<file path="src/rtl/prog_feeder.sv">
// Program buffer between the host byte loader and the 8-bit core.
// Captures a program stream, then serves mem[pc] to the core one cycle later.
module prog_feeder #(
  parameter int DEPTH  = 64,
  parameter int ADDR_W = 6,
  parameter int DATA_W = 8
) (
  input  logic              clk,
  input  logic              rst,
  input  logic              load_valid,
  input  logic [DATA_W-1:0] load_data,
  output logic              load_ready,
  input  logic              load_last,
  input  logic [ADDR_W-1:0] pc,
  input  logic              send_ins,
  output logic [DATA_W-1:0] ins_out,
  output logic              ins_valid,
  output logic [ADDR_W:0]   prog_len,
  output logic              overflow,
  output logic              end_of_prog,
  output logic [1:0]        fsm_state
);

  typedef enum logic [1:0] {
    IDLE = 2'b00,
    LOAD = 2'b01,
    RUN  = 2'b10,
    HALT = 2'b11
  } state_t;

  localparam int AW = $clog2(DEPTH);
  localparam logic [ADDR_W:0] FULL = (ADDR_W+1)'(DEPTH);
  localparam logic [ADDR_W:0] ONE  = (ADDR_W+1)'(1);

  state_t            state;
  logic [ADDR_W:0]   wr_ptr;
  logic [ADDR_W:0]   wr_nxt;
  logic [ADDR_W-1:0] pc_q;
  logic [DATA_W-1:0] mem [DEPTH];
  logic              take;
  logic              in_range;

  assign take      = load_valid & load_ready;
  assign wr_nxt    = wr_ptr + ONE;
  assign in_range  = {1'b0, pc} < prog_len;
  assign fsm_state = state;

  // Buffer is never cleared; reads past prog_len are zero-padded instead.
  always_ff @(posedge clk) begin
    if (take)
      mem[wr_ptr[AW-1:0]] <= load_data;
  end

  always_ff @(posedge clk or posedge rst) begin
    if (rst) begin
      state       <= IDLE;
      wr_ptr      <= '0;
      prog_len    <= '0;
      ins_out     <= '0;
      ins_valid   <= 1'b0;
      load_ready  <= 1'b0;
      overflow    <= 1'b0;
      end_of_prog <= 1'b0;
      pc_q        <= '0;
    end else begin
      pc_q <= pc;
      unique case (state)
        IDLE: begin
          load_ready <= 1'b1;
          if (take) begin
            wr_ptr <= ONE;
            if (load_last) begin
              prog_len   <= ONE;
              load_ready <= 1'b0;
              state      <= RUN;
            end else begin
              state <= LOAD;
            end
          end
        end
        LOAD: begin
          if (take) begin
            wr_ptr     <= wr_nxt;
            load_ready <= wr_nxt < FULL;
            if (load_last) begin
              prog_len   <= wr_nxt;
              load_ready <= 1'b0;
              state      <= RUN;
            end
          end else if (load_valid) begin
            // Only reachable when full: the byte is dropped.
            overflow <= 1'b1;
            if (load_last) begin
              prog_len <= FULL;
              state    <= RUN;
            end
          end
        end
        RUN: begin
          ins_out   <= in_range ? mem[pc[AW-1:0]] : '0;
          ins_valid <= (pc == pc_q);
          if (!in_range && send_ins) begin
            ins_out     <= '0;
            ins_valid   <= 1'b1;
            end_of_prog <= 1'b1;
            state       <= HALT;
          end
        end
        HALT: begin
          ins_out   <= '0;
          ins_valid <= 1'b1;
        end
      endcase
    end
  end

endmodule

</file>
<file path="config.mk">
export PLATFORM = sky130hd
export DESIGN_NAME = prog_feeder
export DESIGN_NICKNAME = d
export VERILOG_FILES = /design/src/rtl/prog_feeder.sv
export SDC_FILE = /design/constraint.sdc
export NUM_CORES = 1
export LEC_CHECK = 0
export ABC_AREA = 1
export CAP_MARGIN = 20
export CORE_MARGIN = 3
export CORE_UTILIZATION = 55
export DETAILED_ROUTE_END_ITERATION = 8
export GPL_TIMING_DRIVEN = 0
export PLACE_DENSITY = 0.72
export SLEW_MARGIN = 25
export SYNTH_ARGS = -nofsm -noshare
export SYNTH_HDL_FRONTEND = slang
export SYNTH_SLANG_ARGS = --single-unit
</file>
<file path="constraint.sdc">
create_clock -name clk -period 2.1 [get_ports clk]
set_clock_uncertainty 0.05 [all_clocks]
set_input_delay 0.21 -clock clk [delete_from_list [all_inputs] [get_ports clk]]
set_output_delay 0.21 -clock clk [all_outputs]
set_load 0.1 [all_outputs]
</file>
==> results by group <==
Critical path
  – Worst Setup Start Kind: flip-flop
  – CP Buf/Inv Count: 1
  – R2r worst-path depth: 3
  – CP required: 2310 ps
  – Worst path arrival time: 2480 ps
  – Max incr delay on CP: 520 ps
  – Critical-path maximum fanout: 8
  – Crit. Startpoint: wr_ptr[3]
  – Stages on worst setup path: 3
  – Reg-to-reg endpoint: mem[20][5]
  – Worst setup EP type: flip-flop
  – Worst r2r src: wr_ptr[3]
  – Top delay family on crit path: simple AND/OR/NAND/NOR gates
  – Worst Path Class, Setup: flip-flop to flip-flop
  – Worst R2R Setup Slack: -170 ps
  – Crit path capture: mem[20][5]
  – Crit-path cells: inv_1 -> nand3_2 -> nor2_4
  – Slowest library cell on the worst path: nand3_2

Clocking
  – TritonCTS Sinks: 546
  – Max clock buf depth: 3
  – CTS tree: built
  – Root Buffer: clkbuf_16
  – Clock slew at reported path FFs: 60 ps
  – TritonCTS Buffers: 54
  – Worst-Skew Late Latency: 610 ps
  – H-Tree Depth: 2

Cells and area
  – Nets: 2159
  – Non-filler cells in the finished layout: 2695
  – Commonest non-fill, non-tap cell in the layout: nand2_1
  – Most frequent cells in the layout: nand2_1 (697), edfxtp_1 (512), nand3_1 (439), nor2_4 (65), clkbuf_16 (58)
  – Share of layout cells above drive strength 1: 15.7%
  – Diodes inserted: 0
  – Area growth from synthesis to layout: 18.2%
  – Post-route cell area: 0.0268 mm^2

Pwr
  – Leak Pwr: 9.88 nW
  – Comb power frac: 17.9%
  – P_int: 0.0188 W
  – Clock power share: 35.2%
  – Seq pwr share: 47.0%
  – Pwr Density: 1010 mW/mm^2
  – Psw: 0.00816 W
  – Worst vdd ir: 0.00123 V
  – Sw Share: 30.3%

Timing
  – Final period utilization: 108%
  – Setup TNS: -13900 ps
  – RSZ-0062 raised after global routing: true
  – Final Max Tran Viols: 0
  – WHS: -0.772 ps
  – Worst slew pin tran: 962 ps
  – Final hold viol count: 1
  – Final WS setup: -169 ps
  – Fin crit period: 2270 ps
  – Maximum clock rate: 441 MHz
  – Max_slew headroom: 36.1%
  – Count of final setup violators: 244

Placement
  – Placed Cells: 2552
  – Port bufs: 39
  – GP Congestion: 0.998
  – DP Wirelength: 46.1 mm
  – Placed cell area: 0.0239 mm^2

Synth
  – Mean Syn Cell Area: 11.4 um^2
  – Synth cell types: 35
  – Synth Net Count: 2012
  – Top_reg_cell synth: edfxtp_1
  – Area leader, netlist: edfxtp_1
  – Xor/xnor share of the synthesized area: 0.0773%
  – Simple-gate area share of the yosys netlist: 23.3%
  – Synth Instances: 1983
  – Post-synth EDFFs: 512
  – Post-synthesis mux area share: 0%
  – Share of the synthesized area in the top cell type: 67.8%
  – Adder-cell share of the synthesized area: 0.552%
  – Mapped cell area: 0.0227 mm^2
  – Synth warnings: 0
  – Sequential fraction of the synthesis area: 71.6%
  – Fraction of registers with async set/reset: 6.23%
  – Post-synthesis register bit count: 546
  – Main combinational cell family by area after synthesis: simple AND/OR/NAND/NOR gates
  – Compound-cell area share of the yosys netlist: 0.817%
  – Area contributors post-synth: edfxtp_1 (68%), nand2_1 (12%), nand3_1 (9.9%), dfrtp_1 (3.8%), nor2_1 (1.5%)

Drt
  – Routed length per placed instance: 26.3 um
  – DRT antenna net count: 0
  – Drt total wl: 70.9 mm
  – Vias: 16600
  – Via-to-Cell Ratio: 6.15
  – DRT iter0 DRCs: 2750
  – DRT Pass-1 Iters: 6
  – DRC: 0

Job
  – Max cap viols: 0

GRT
  – Largest net degree at the start of global routing: 65
  – First-pass GRT wire length: 102 mm
  – Initial antenna violation count: 1
  – Total grt overflow: 0
  – Vias in the first global route: 15900
  – GRT Total Usage: 32.0%

Floorplanning
  – Io pins: 40
  – Die Height: 209 um
  – Chip width: 209 um
  – Initial Util: 56.4%
  – DIE AREA: 0.0437 mm^2
  – Core area: 0.0402 mm^2
  – Row count: 73

Hold path
  – Worst hold path class: input pin to async pin

Status
  – Run status: finished, violations left
  – Failing checks: hold timing, setup timing
## cells in the mapped netlist, types with 4 or more instances
| cell | n |
|---|---|
| a21oi_1 | 4 |
| buf_1 | 11 |
| buf_2 | 60 |
| buf_4 | 8 |
| buf_6 | 24 |
| clkbuf_1 | 7 |
| dfrtp_1 | 34 |
| edfxtp_1 | 512 |
| ha_1 | 10 |
| inv_1 | 30 |
| nand2_1 | 702 |
| nand3_1 | 450 |
| nor2_1 | 89 |
| o21ai_0 | 18 |
## power by group through the flow
stage          logic, W  registers (W)  clock network (W)
2_1_floorplan   0.00170         0.0139                  0
4_1_cts         0.00465         0.0126            0.00945
3_3_place_gp    0.00417         0.0128                  0
6_report        0.00481         0.0127            0.00947
5_1_grt         0.00504         0.0127            0.00992
3_5_place_dp    0.00427         0.0128                  0
## sequential cells by signal, summed over array words and instances (netlist names)
name / count
pc_q: 6
mem: 512
ins_out: 8
prog_len: 7
overflow: 1
end_of_prog: 1
load_ready: 1
ins_valid: 1
wr_ptr: 7
fsm_state: 2
## kinds of logic (layout without fill, tap and decap cells)
logic type               after synthesis  after routing
AO/OA/AOI/OAI                         32             32
XOR/XNOR                               2              2
adder cells (fa/ha/maj)               10             10
buffers and inverters                144            331
flip-flops                           546            546
AND/OR/NAND/NOR                     1249           1249
## worst min-delay path by stage
stage / slack [ps] / start / endpoint
floorplan: 190 / pc[0] / pc_q[0]
global placement: 410 / overflow / overflow
detailed placement: 420 / ins_out[2] / ins_out[2]
CTS: 7 / rst / ins_out[4]
global route: 10 / load_data[5] / mem[46][5]
finish: -0.8 / rst / ins_valid
## stage by stage
stage               utilization [%]  power [W]  setup WS [ps]
floorplan                         -     0.0156           -115
global placement               59.2     0.0170          -1450
detailed placement             59.4     0.0171          -1210
CTS                            66.1     0.0267          -94.3
global route                   66.7     0.0276           -190
finish                         66.7     0.0269           -169
## layer usage
metal  vias up  wire length, um  track usage [%]
li1       7206                -                -
met1      7865            25500             43.7
met2      1249            31500             47.8
met3       245             9780             8.42
met4         2             4050             16.4
met5         -                7                0
## layout make-up
type	count	area, um^2
buffer	111	744
clock buffer	74	1530
clock inverter	22	175
fill	2865	13400
inverter	33	134
multi-input combinational	1293	6220
sequential	546	16200
tap	525	657
timing repair buffer	91	1090
## repair_timing
action / CTS / global route
cloned: 0 / 0
endpoints found under the setup margin: 533 / 397
pin swaps: 20 / 9
hold endpoints to repair: 78 / 1
setup buffers: 28 / 14
hold buffers: 4 / 1
resized for setup: 176 / 31
Note: power is estimated with default switching activity, not from simulation.
